`src/rtl/mem_arbiter_pkg.sv`:
```
// Shared constants and FIFO entry layout for the memory-interface arbiter.
package mem_arbiter_pkg;

   localparam int unsigned TX_CMD_BITS = 3;

   localparam logic [TX_CMD_BITS-1:0] TX_HEADER_READ_16  = 3'd1;
   localparam logic [TX_CMD_BITS-1:0] TX_HEADER_WRITE_16 = 3'd2;
   localparam logic [TX_CMD_BITS-1:0] TX_HEADER_WRITE_8  = 3'd3;

   localparam int unsigned ENTRY_BITS  = 2;
   localparam int unsigned ENTRY_REPLY = 1;
   localparam int unsigned ENTRY_IS_SC = 0;

   // A jump fetch is issued by SC but its response belongs to PF.
   function automatic logic [ENTRY_BITS-1:0] make_entry(logic sc_tx, logic reply_wanted,
                                                         logic write_pc);
      logic [ENTRY_BITS-1:0] e;
      e              = '0;
      e[ENTRY_REPLY] = sc_tx ? reply_wanted : 1'b1;
      e[ENTRY_IS_SC] = sc_tx & ~write_pc;
      return e;
   endfunction

endpackage

```
`src/rtl/mem_arbiter_if.sv`:
```
// TX/RX channel between the arbiter (master) and the memory interface (slave).
interface mem_arbiter_if #(
   parameter int unsigned IO_BITS = 2
);
   import mem_arbiter_pkg::*;

   logic                   tx_command_valid;
   logic [TX_CMD_BITS-1:0] tx_command;
   logic [IO_BITS-1:0]     tx_data;
   logic                   tx_command_started;
   logic                   tx_active;
   logic                   rx_done;

   modport master (
      output tx_command_valid, tx_command, tx_data,
      input  tx_command_started, tx_active, rx_done
   );

   modport slave (
      input  tx_command_valid, tx_command, tx_data,
      output tx_command_started, tx_active, rx_done
   );

endinterface

```
`src/rtl/mem_arbiter_fifo.sv`:
```
// In-order transaction FIFO; a pop while empty is ignored, a push while full is dropped.
module mem_arbiter_fifo #(
   parameter int unsigned  BITS  = 2,
   parameter int unsigned  DEPTH = 4,
   localparam int unsigned CW    = $clog2(DEPTH + 1),
   localparam int unsigned PW    = (DEPTH > 1) ? $clog2(DEPTH) : 1
) (
   input  logic            clk,
   input  logic            reset,
   input  logic            add,
   input  logic            remove,
   input  logic [BITS-1:0] new_entry,
   output logic [BITS-1:0] last_entry,
   output logic            empty,
   output logic            full,
   output logic [CW-1:0]   count
);

   logic [BITS-1:0] mem_q [DEPTH];
   logic [PW-1:0]   wr_q, rd_q;
   logic [CW-1:0]   cnt_q;
   logic            do_push, do_pop;

   function automatic logic [PW-1:0] next_ptr(logic [PW-1:0] p);
      return (p == PW'(DEPTH - 1)) ? '0 : p + PW'(1);
   endfunction

   assign empty      = (cnt_q == '0);
   assign full       = (cnt_q == CW'(DEPTH));
   assign count      = cnt_q;
   assign last_entry = mem_q[rd_q];
   assign do_pop     = remove & ~empty;
   assign do_push    = add & (~full | do_pop);

   always_ff @(posedge clk or posedge reset) begin
      if (reset) begin
         wr_q  <= '0;
         rd_q  <= '0;
         cnt_q <= '0;
         for (int i = 0; i < int'(DEPTH); i++) mem_q[i] <= '0;
      end else begin
         if (do_push) begin
            mem_q[wr_q] <= new_entry;
            wr_q        <= next_ptr(wr_q);
         end
         if (do_pop) rd_q <= next_ptr(rd_q);
         if (do_push && !do_pop)      cnt_q <= cnt_q + CW'(1);
         else if (!do_push && do_pop) cnt_q <= cnt_q - CW'(1);
      end
   end

endmodule

```
`src/rtl/mem_arbiter.sv`:
```
// PF/SC arbiter for the shared memory TX channel with in-order RX steering.
// Define MEM_ARB_FAIR_EN to force a PF grant after STARVE_LIMIT consecutive SC messages.
module mem_arbiter
   import mem_arbiter_pkg::*;
#(
   parameter int unsigned  IO_BITS         = 2,
   parameter int unsigned  MAX_OUTSTANDING = 4,
   parameter int unsigned  STARVE_LIMIT    = 3,
   localparam int unsigned CNT_BITS        = $clog2(MAX_OUTSTANDING + 1)
) (
   input  logic                   clk,
   input  logic                   reset,
   input  logic                   pf_cmd_valid,
   input  logic [TX_CMD_BITS-1:0] pf_cmd,
   input  logic [IO_BITS-1:0]     pf_data,
   input  logic                   sc_cmd_valid,
   input  logic [TX_CMD_BITS-1:0] sc_cmd,
   input  logic [IO_BITS-1:0]     sc_data,
   input  logic                   sc_reply_wanted,
   input  logic                   sc_reserve,
   input  logic                   sc_block,
   input  logic                   write_pc,
   mem_arbiter_if.master          mem,
   output logic                   sc_tx,
   output logic                   sc_rx,
   output logic                   pf_rx,
   output logic                   tx_fetch,
   output logic                   tx_jump,
   output logic                   prefetch_idle,
   output logic                   full,
   output logic                   empty,
   output logic [CNT_BITS-1:0]    outstanding,
   output logic                   err_underflow
);

   logic                  curr_sc_q;
   logic                  err_q;
   logic                  sc_want;
   logic                  starved;
   logic                  owner_valid;
   logic                  tracked;
   logic [ENTRY_BITS-1:0] head;

`ifdef MEM_ARB_FAIR_EN
   localparam int unsigned SW = $clog2(STARVE_LIMIT + 1);
   logic [SW-1:0] starve_q;

   // Reserve and block keep SC ownership even when PF is starved.
   assign starved = (starve_q == SW'(STARVE_LIMIT)) & ~sc_reserve & ~sc_block;

   always_ff @(posedge clk or posedge reset) begin
      if (reset) begin
         starve_q <= '0;
      end else if (mem.tx_command_started) begin
         if (!sc_tx)                                              starve_q <= '0;
         else if (pf_cmd_valid && starve_q != SW'(STARVE_LIMIT)) starve_q <= starve_q + SW'(1);
      end
   end
`else
   assign starved = 1'b0;
`endif

   assign sc_want       = (sc_cmd_valid | sc_reserve | sc_block) & ~starved;
   assign sc_tx         = mem.tx_active ? curr_sc_q : sc_want;
   assign prefetch_idle = mem.tx_active ? curr_sc_q : sc_block;
   assign tx_fetch      = ~sc_tx | write_pc;
   assign tx_jump       = write_pc;

   assign owner_valid          = sc_tx ? sc_cmd_valid : pf_cmd_valid;
   assign mem.tx_command       = sc_tx ? sc_cmd : pf_cmd;
   assign mem.tx_data          = sc_tx ? sc_data : pf_data;
   assign tracked              = (mem.tx_command == TX_HEADER_READ_16);
   // Only reads need a FIFO slot, so writes pass even when full.
   assign mem.tx_command_valid = owner_valid & ~(full & tracked);

   always_ff @(posedge clk or posedge reset) begin
      if (reset) begin
         curr_sc_q <= 1'b0;
         err_q     <= 1'b0;
      end else begin
         if (!mem.tx_active)      curr_sc_q <= sc_want;
         if (mem.rx_done && empty) err_q     <= 1'b1;
      end
   end

   assign err_underflow = err_q;

   mem_arbiter_fifo #(
      .BITS  (ENTRY_BITS),
      .DEPTH (MAX_OUTSTANDING)
   ) u_fifo (
      .clk        (clk),
      .reset      (reset),
      .add        (mem.tx_command_started & tracked),
      .remove     (mem.rx_done),
      .new_entry  (make_entry(sc_tx, sc_reply_wanted, write_pc)),
      .last_entry (head),
      .empty      (empty),
      .full       (full),
      .count      (outstanding)
   );

   assign sc_rx = ~empty & head[ENTRY_REPLY] & head[ENTRY_IS_SC];
   assign pf_rx = ~empty & head[ENTRY_REPLY] & ~head[ENTRY_IS_SC];

endmodule

```
`src/flat_wrapper.sv`:
```
// flat-port wrapper written by rule: the top's interface ports become plain ports
module mem_arbiter_flat import mem_arbiter_pkg::*;
#(
   parameter int unsigned  IO_BITS         = 2,
   parameter int unsigned  MAX_OUTSTANDING = 4,
   parameter int unsigned  STARVE_LIMIT    = 3,
   localparam int unsigned CNT_BITS        = $clog2(MAX_OUTSTANDING + 1)
)
  (clk, reset, pf_cmd_valid, pf_cmd, pf_data, sc_cmd_valid, sc_cmd, sc_data, sc_reply_wanted, sc_reserve, sc_block, write_pc, sc_tx, sc_rx, pf_rx, tx_fetch, tx_jump, prefetch_idle, full, empty, outstanding, err_underflow, mem_tx_command_valid, mem_tx_command, mem_tx_data, mem_tx_command_started, mem_tx_active, mem_rx_done);
  mem_arbiter_if #(.IO_BITS(IO_BITS)) mem_i ();
  input  logic clk;
  input  logic reset;
  input  logic pf_cmd_valid;
  input  logic [TX_CMD_BITS-1:0] pf_cmd;
  input  logic [IO_BITS-1:0] pf_data;
  input  logic sc_cmd_valid;
  input  logic [TX_CMD_BITS-1:0] sc_cmd;
  input  logic [IO_BITS-1:0] sc_data;
  input  logic sc_reply_wanted;
  input  logic sc_reserve;
  input  logic sc_block;
  input  logic write_pc;
  output logic sc_tx;
  output logic sc_rx;
  output logic pf_rx;
  output logic tx_fetch;
  output logic tx_jump;
  output logic prefetch_idle;
  output logic full;
  output logic empty;
  output logic [CNT_BITS-1:0] outstanding;
  output logic err_underflow;
  output wire logic [$bits(mem_i.tx_command_valid)-1:0] mem_tx_command_valid;
  output wire logic [$bits(mem_i.tx_command)-1:0] mem_tx_command;
  output wire logic [$bits(mem_i.tx_data)-1:0] mem_tx_data;
  input wire logic [$bits(mem_i.tx_command_started)-1:0] mem_tx_command_started;
  input wire logic [$bits(mem_i.tx_active)-1:0] mem_tx_active;
  input wire logic [$bits(mem_i.rx_done)-1:0] mem_rx_done;
  assign mem_tx_command_valid = mem_i.tx_command_valid;
  assign mem_tx_command = mem_i.tx_command;
  assign mem_tx_data = mem_i.tx_data;
  assign mem_i.tx_command_started = mem_tx_command_started;
  assign mem_i.tx_active = mem_tx_active;
  assign mem_i.rx_done = mem_rx_done;
  mem_arbiter #(.IO_BITS(IO_BITS), .MAX_OUTSTANDING(MAX_OUTSTANDING), .STARVE_LIMIT(STARVE_LIMIT)) u_core (.clk(clk), .reset(reset), .pf_cmd_valid(pf_cmd_valid), .pf_cmd(pf_cmd), .pf_data(pf_data), .sc_cmd_valid(sc_cmd_valid), .sc_cmd(sc_cmd), .sc_data(sc_data), .sc_reply_wanted(sc_reply_wanted), .sc_reserve(sc_reserve), .sc_block(sc_block), .write_pc(write_pc), .mem(mem_i), .sc_tx(sc_tx), .sc_rx(sc_rx), .pf_rx(pf_rx), .tx_fetch(tx_fetch), .tx_jump(tx_jump), .prefetch_idle(prefetch_idle), .full(full), .empty(empty), .outstanding(outstanding), .err_underflow(err_underflow));
endmodule
```
`config.mk`:
```
export PLATFORM = sky130hd
export DESIGN_NAME = mem_arbiter_flat
export DESIGN_NICKNAME = d
export VERILOG_FILES = /design/src/rtl/mem_arbiter_pkg.sv /design/src/rtl/mem_arbiter_if.sv /design/src/rtl/mem_arbiter_fifo.sv /design/src/rtl/mem_arbiter.sv /design/src/flat_wrapper.sv
export SDC_FILE = /design/constraint.sdc
export NUM_CORES = 1
export LEC_CHECK = 0
export ABC_AREA = 1
export CORE_UTILIZATION = 46
export DETAILED_ROUTE_END_ITERATION = 16
export GPL_TIMING_DRIVEN = 0
export PLACE_DENSITY = 0.89
export SYNTH_ARGS = -nofsm -noshare
export SYNTH_HDL_FRONTEND = slang
export SYNTH_SLANG_ARGS = --single-unit
```
`constraint.sdc`:
```
create_clock -name clk -period 2.95 [get_ports clk]
set_clock_uncertainty 0.05 [all_clocks]
set_input_delay 0.7375 -clock clk [delete_from_list [all_inputs] [get_ports clk]]
set_output_delay 0.7375 -clock clk [all_outputs]
set_load 0.01 [all_outputs]
```
Word-level counts from Yosys, hierarchy flattened
Cells that the tools add are included.

word-level totals
  flip-flop bits (word level) = 17
  input bits = 21
  output and inout bits = 18

cells by class
  add/sub/neg operators = 4
  $lt $le $gt $ge = 3
  equality and inequality tests = 4
  mux-type cells = 16
  bitwise logic cells = 21
  reductions and logical operators = 8

operators with widths
  kind                 number
  $mux 2               6
  $and 1x1->1          9
  $mux 3               3
  $bwmux 8             1
  $ge 3x3->1 const B   2
  $not 1->1            6
  $not 2->3            2
  $add 2x1->2 const B  2
  $bmux 2 s2           1
  $demux 2 s2          1
  $eq 2x2->1 const B   2
  $logic_and 1x1->1    4
  $mux 1               4
  $or 1x1->1           4
  $add 3x1->3 const B  1
  $eq 3x1->1 const B   1
  $eq 3x3->1 const B   1
  $logic_not 3->1      1
  $lt 3x1->1 const B   1
  $sub 3x1->3 const B  1
  $logic_not 1->1      2
  $reduce_bool 2->1    1

Logic depth before layout (Yosys ltp)
  word-level depth = 11
  depth in mapped cells = 15

Modules after synthesis
Synthesis repeated with hierarchy kept, for this count alone.

second synthesis, totals
  cells, all modules = 154
  area, all modules = 1172.4 um^2

modules (own cells, without submodules)
  module            instances  cells an instance  area each (um^2)  sequential area each (um^2)
  mem_arbiter_fifo  1          101                853.3             375.4
  mem_arbiter       1          53                 319.1             50.0

Worst setup path before layout
Ideal clock, no wire load.

  path kind = input-to-reg
  from = input mem_tx_active
  to = register u_core.u_fifo.cnt_q[2] (netlist: u_core.u_fifo.count[2])
  arrival time = 2.449 ns
  required time = 2.769 ns
  path slack = 0.320 ns
  stages on the path = 14
  path buffers = 1
  path through = inv_2 > nand2_4 > nand2_4 > nand2_4 > buf_8 > nand2_4 > o21ai_4 > nor3_4 > ha_1 > inv_1 > fa_1 > a21oi_1 > o21ai_0 > xor2_1

between the ends
  word-level cells in the longest chain between the ends = 8

ends and longest elaborated chain
  what                                RTL line                source
  from (decl)                         flat_wrapper.sv:37      input wire logic [$bits(mem_i.tx_active)-1:0] mem_tx_active;
  $mux 1 *                            mem_arbiter.sv:64       assign sc_tx = mem.tx_active ? curr_sc_q : sc_want;
  via sc_tx                           flat_wrapper.sv:23      output logic sc_tx;
  $mux 3 *                            mem_arbiter.sv:70       assign mem.tx_command = sc_tx ? sc_cmd : pf_cmd;
  $eq 3x1->1 *                        mem_arbiter.sv:72       assign tracked = (mem.tx_command == TX_HEADER_READ_16);
  $and 1x1->1 *                       mem_arbiter.sv:94       .add (mem.tx_command_started & tracked),
  $and 1x1->1 *                       mem_arbiter_fifo.sv:33  assign do_push = add & (~full | do_pop);
  via u_core.u_fifo.do_push           mem_arbiter_fifo.sv:22  logic do_push, do_pop;
  $logic_not 1->1                     mem_arbiter_fifo.sv:48  else if (!do_push && do_pop) cnt_q <= cnt_q - CW'(1);
  $logic_and 1x1->1                   mem_arbiter_fifo.sv:48
  $reduce_bool 2->1 (no source line)  -
  to (signal assigned)                mem_arbiter_fifo.sv:47  if (do_push && !do_pop) cnt_q <= cnt_q + CW'(1);
  to (signal assigned)                mem_arbiter_fifo.sv:48
  to (decl)                           mem_arbiter_fifo.sv:21  logic [CW-1:0] cnt_q;

The timed path passes the listed nets; every way through them passes the cells marked *.
A chain may end at the register's enable or synchronous reset.

Final worst setup path
  from = input sc_cmd_valid
  to = output mem_tx_command[0]

between the ends
  word-level cells in the longest chain between the ends = 4

ends and longest elaborated chain
  what                     RTL line            source
  from (decl)              flat_wrapper.sv:16  input logic sc_cmd_valid;
  $or 1x1->1 (2 in a row)  mem_arbiter.sv:63   assign sc_want = (sc_cmd_valid | sc_reserve | sc_block) & ~starved;
  $mux 1                   mem_arbiter.sv:64
  $mux 3                   mem_arbiter.sv:70
  to (decl)                flat_wrapper.sv:34  output wire logic [$bits(mem_i.tx_command)-1:0] mem_tx_command;

Every way passes these cells.

==> run metrics <==
status complete, no violations; CP Capture Type output pin; number of global-route vias before repair 1,097; CTS tree built; total number of vias around 1,200; Worst Tran Pin Value roughly 0.62 ns; highest clock rate approximately 340 MHz; Post-DP HPWL roughly 2400 um; total die area 0.002904 mm2; Seq/Total Area, Yosys 34.34%; Post-synth EDFFs 0; Antenna diodes 0; Worst EP required between 2 and 2.5 ns; post-route cell area between 0.0015 and 0.002 mm2; Synth area leaders dfrtp_1 34%, nand2_1 13%, ha_1 6.1%, inv_1 6.1%, nand4_1 6.1%; Worst EP arrival about 2.1 ns; Worst Setup Path Type input port to output pin; DRC violations left 0; core area around 0.0025 mm2; initial antenna violation count 0; worst skew pair latency between 0.2 and 0.3 ns; Mapped Nets between 150 and 200; Yosys top cell area share roughly a third; DR iter-0 viols between 40 and 50; CP startpoint kind input port; synthesized area ~0.0012 mm2; reg-to-reg setup timing slack 0.62 ns; FF/Latch Area 425.4 um2; Hold-fix buffers, CTS 0; final worst-path cycle share between 90% and 100%; initial core utilization between 40% and 50%; First-pass DRT Iterations 4; Layout Nets 234; first-pass GRT wire length between 4000 and 5000 um; crit path max fanout 5; pre-CTS setup slack -0.5549 ns; Detailed Route WL around 3300 um; fin cells about 240; final hold vios 0; routed vias/inst roughly 5.3; Root Buffer clkbuf_4; Async SR Flop Fraction 100.0%; cells after synthesis 153; Yosys Warn Count 0; DP Area approximately 0.0017 mm2; I/O Pins 39; commonest cells in the netlist 42 x nand2_1, 20 x inv_1, 17 x dfrtp_1; GR Util All Layers a little under a quarter; largest net degree at the start of global routing 18; pwr dens 665.6 mW/mm2; Yosys reg bits 17; drt wl/cell 13.93 um; Clock Pin Slew Worst Setup and Hold Paths ~0.10 ns; die width approximately 54 um; Lkg Pwr 0.0009091 uW; placer congestion estimate approximately 0.83; Area Overhead vs Synth 45.45%; Max-slew headroom about three fifths; Main synth FF type dfrtp_1; Synth cell types 32; clk buf depth 2; Yosys top cell by area dfrtp_1; die height about 54 um; Peak VDD IR 0.7708 mV; min Tclk post-route around 2.9 ns; Layout fillers 167; Final WS setup between 0.03 and 0.04 ns; layout cells sized above 1 between 20% and 30%; max cap viols 0; Inst Count DP roughly 220; average size of a mapped cell just over 8 um2; Routed Antenna Nets 0; Slew Limit Fails 0; input/output buffers 38; top-count cell post-synth nand2_1; CTS sink count 17; CTS Buf Count 3; setup TNS 0 ns; Setup-failing EPs final 0; CTS H-tree depth 1; min-delay worst type register to register; Remaining Overflow, GRT 0; Std-Cell Rows 18; Multi-input gate area approximately 720 um2
repair_timing:
item                                    CTS  global route
gates resized for setup                  20             6
endpoints found under the setup margin    9             6
pin swaps                                 3             3
setup buffers                             4             5
gates cloned                              0             1
worst paths after layout:
path / startpoint / end / depth (start not counted)
max in group asynchronous: reset / u_core.u_fifo.mem_q[6] / 2
worst max-delay path: sc_cmd_valid / mem_tx_command[0] / 8
worst min register to register: u_core.u_fifo.mem_q[3] / u_core.u_fifo.mem_q[3] / 2
min in group asynchronous: reset / u_core.u_fifo.count[1] / 2
worst max register to register: u_core.curr_sc_q / u_core.u_fifo.count[2] / 15
worst min-delay path: u_core.u_fifo.mem_q[3] / u_core.u_fifo.mem_q[3] / 2
registers in the layout, summed over array words and instances (netlist names):
name	count
u_core.u_fifo.rd_q	2
u_core.err_underflow	1
u_core.curr_sc_q	1
u_core.u_fifo.count	3
u_core.u_fifo.mem_q	8
u_core.u_fifo.wr_q	2
report_power, final:
| group | total [uW] | switching, uW | internal (uW) |
|---|---|---|---|
| clock network | 131 | 78.7 | 52.7 |
| registers | 430 | 98.1 | 332 |
| logic | 638 | 328 | 310 |
layout by cell type (no fill, tap or decap), drive strengths merged, types with 2 or more instances in the layout:
cell type,netlist,routed
nor3,3,3
inv,22,22
clkdlybuf4s50,0,26
buf,3,13
nand3,5,5
clkbuf,0,5
nand4,12,12
dfrtp,17,17
nor2,11,11
ha,6,6
nand2,55,55
o21ai,7,7
dlygate4sd2,0,9
a21oi,2,2
cell type report:
| class | instances | area share [%] |
|---|---|---|
| Clock buffer | 4 | 1.458 |
| Tap cell | 30 | 2.083 |
| Timing Repair Buffer | 48 | 26.25 |
| Sequential cell | 17 | 23.61 |
| Buffer | 3 | 1.806 |
| Inverter | 22 | 4.722 |
| Multi-Input combinational cell | 111 | 40.07 |
routing by layer:
| layer | track usage [%] | part of all wire (%) |
|---|---|---|
| met1 | 28.37 | 41 |
| met2 | 40.95 | 52 |
| met3 | 3.107 | 4.6 |
| met4 | 6.579 | 2.3 |
| met5 | 0 | 0 |
cells by family after synthesis:
family / Yosys count / synth area share, %
buffers and inverters: 25 / 9.090
xor gates and xnor gates: 2 / 1.414
adders and majority gates: 7 / 7.677
and+or+nand+nor: 88 / 38.69
DFF: 17 / 34.34
muxes: 1 / 0.9090
AOI/OAI and AO/OA: 13 / 7.879
through the flow:
step	hold WS, ns	util (%)	total power [uW]
after CTS	0.4319	68.52	1158
after global placement	0.4105	66.27	994.8
after global routing	0.4603	72.07	1284
after detailed placement	0.4093	66.27	1032
after floorplan	0.3867	-	774.8
final	0.4341	72.07	1199
critical path, cell delays in order:
cell and delay (ns):
dlygate4sd2_1 0.31, o21ai_4 0.25, nand2_4 0.11, buf_12 0.15, buf_4 0.13, nand2_1 0.09
nand2_2 0.10, clkdlybuf4s15_2 0.24
Power figures use the tool's default switching activity.
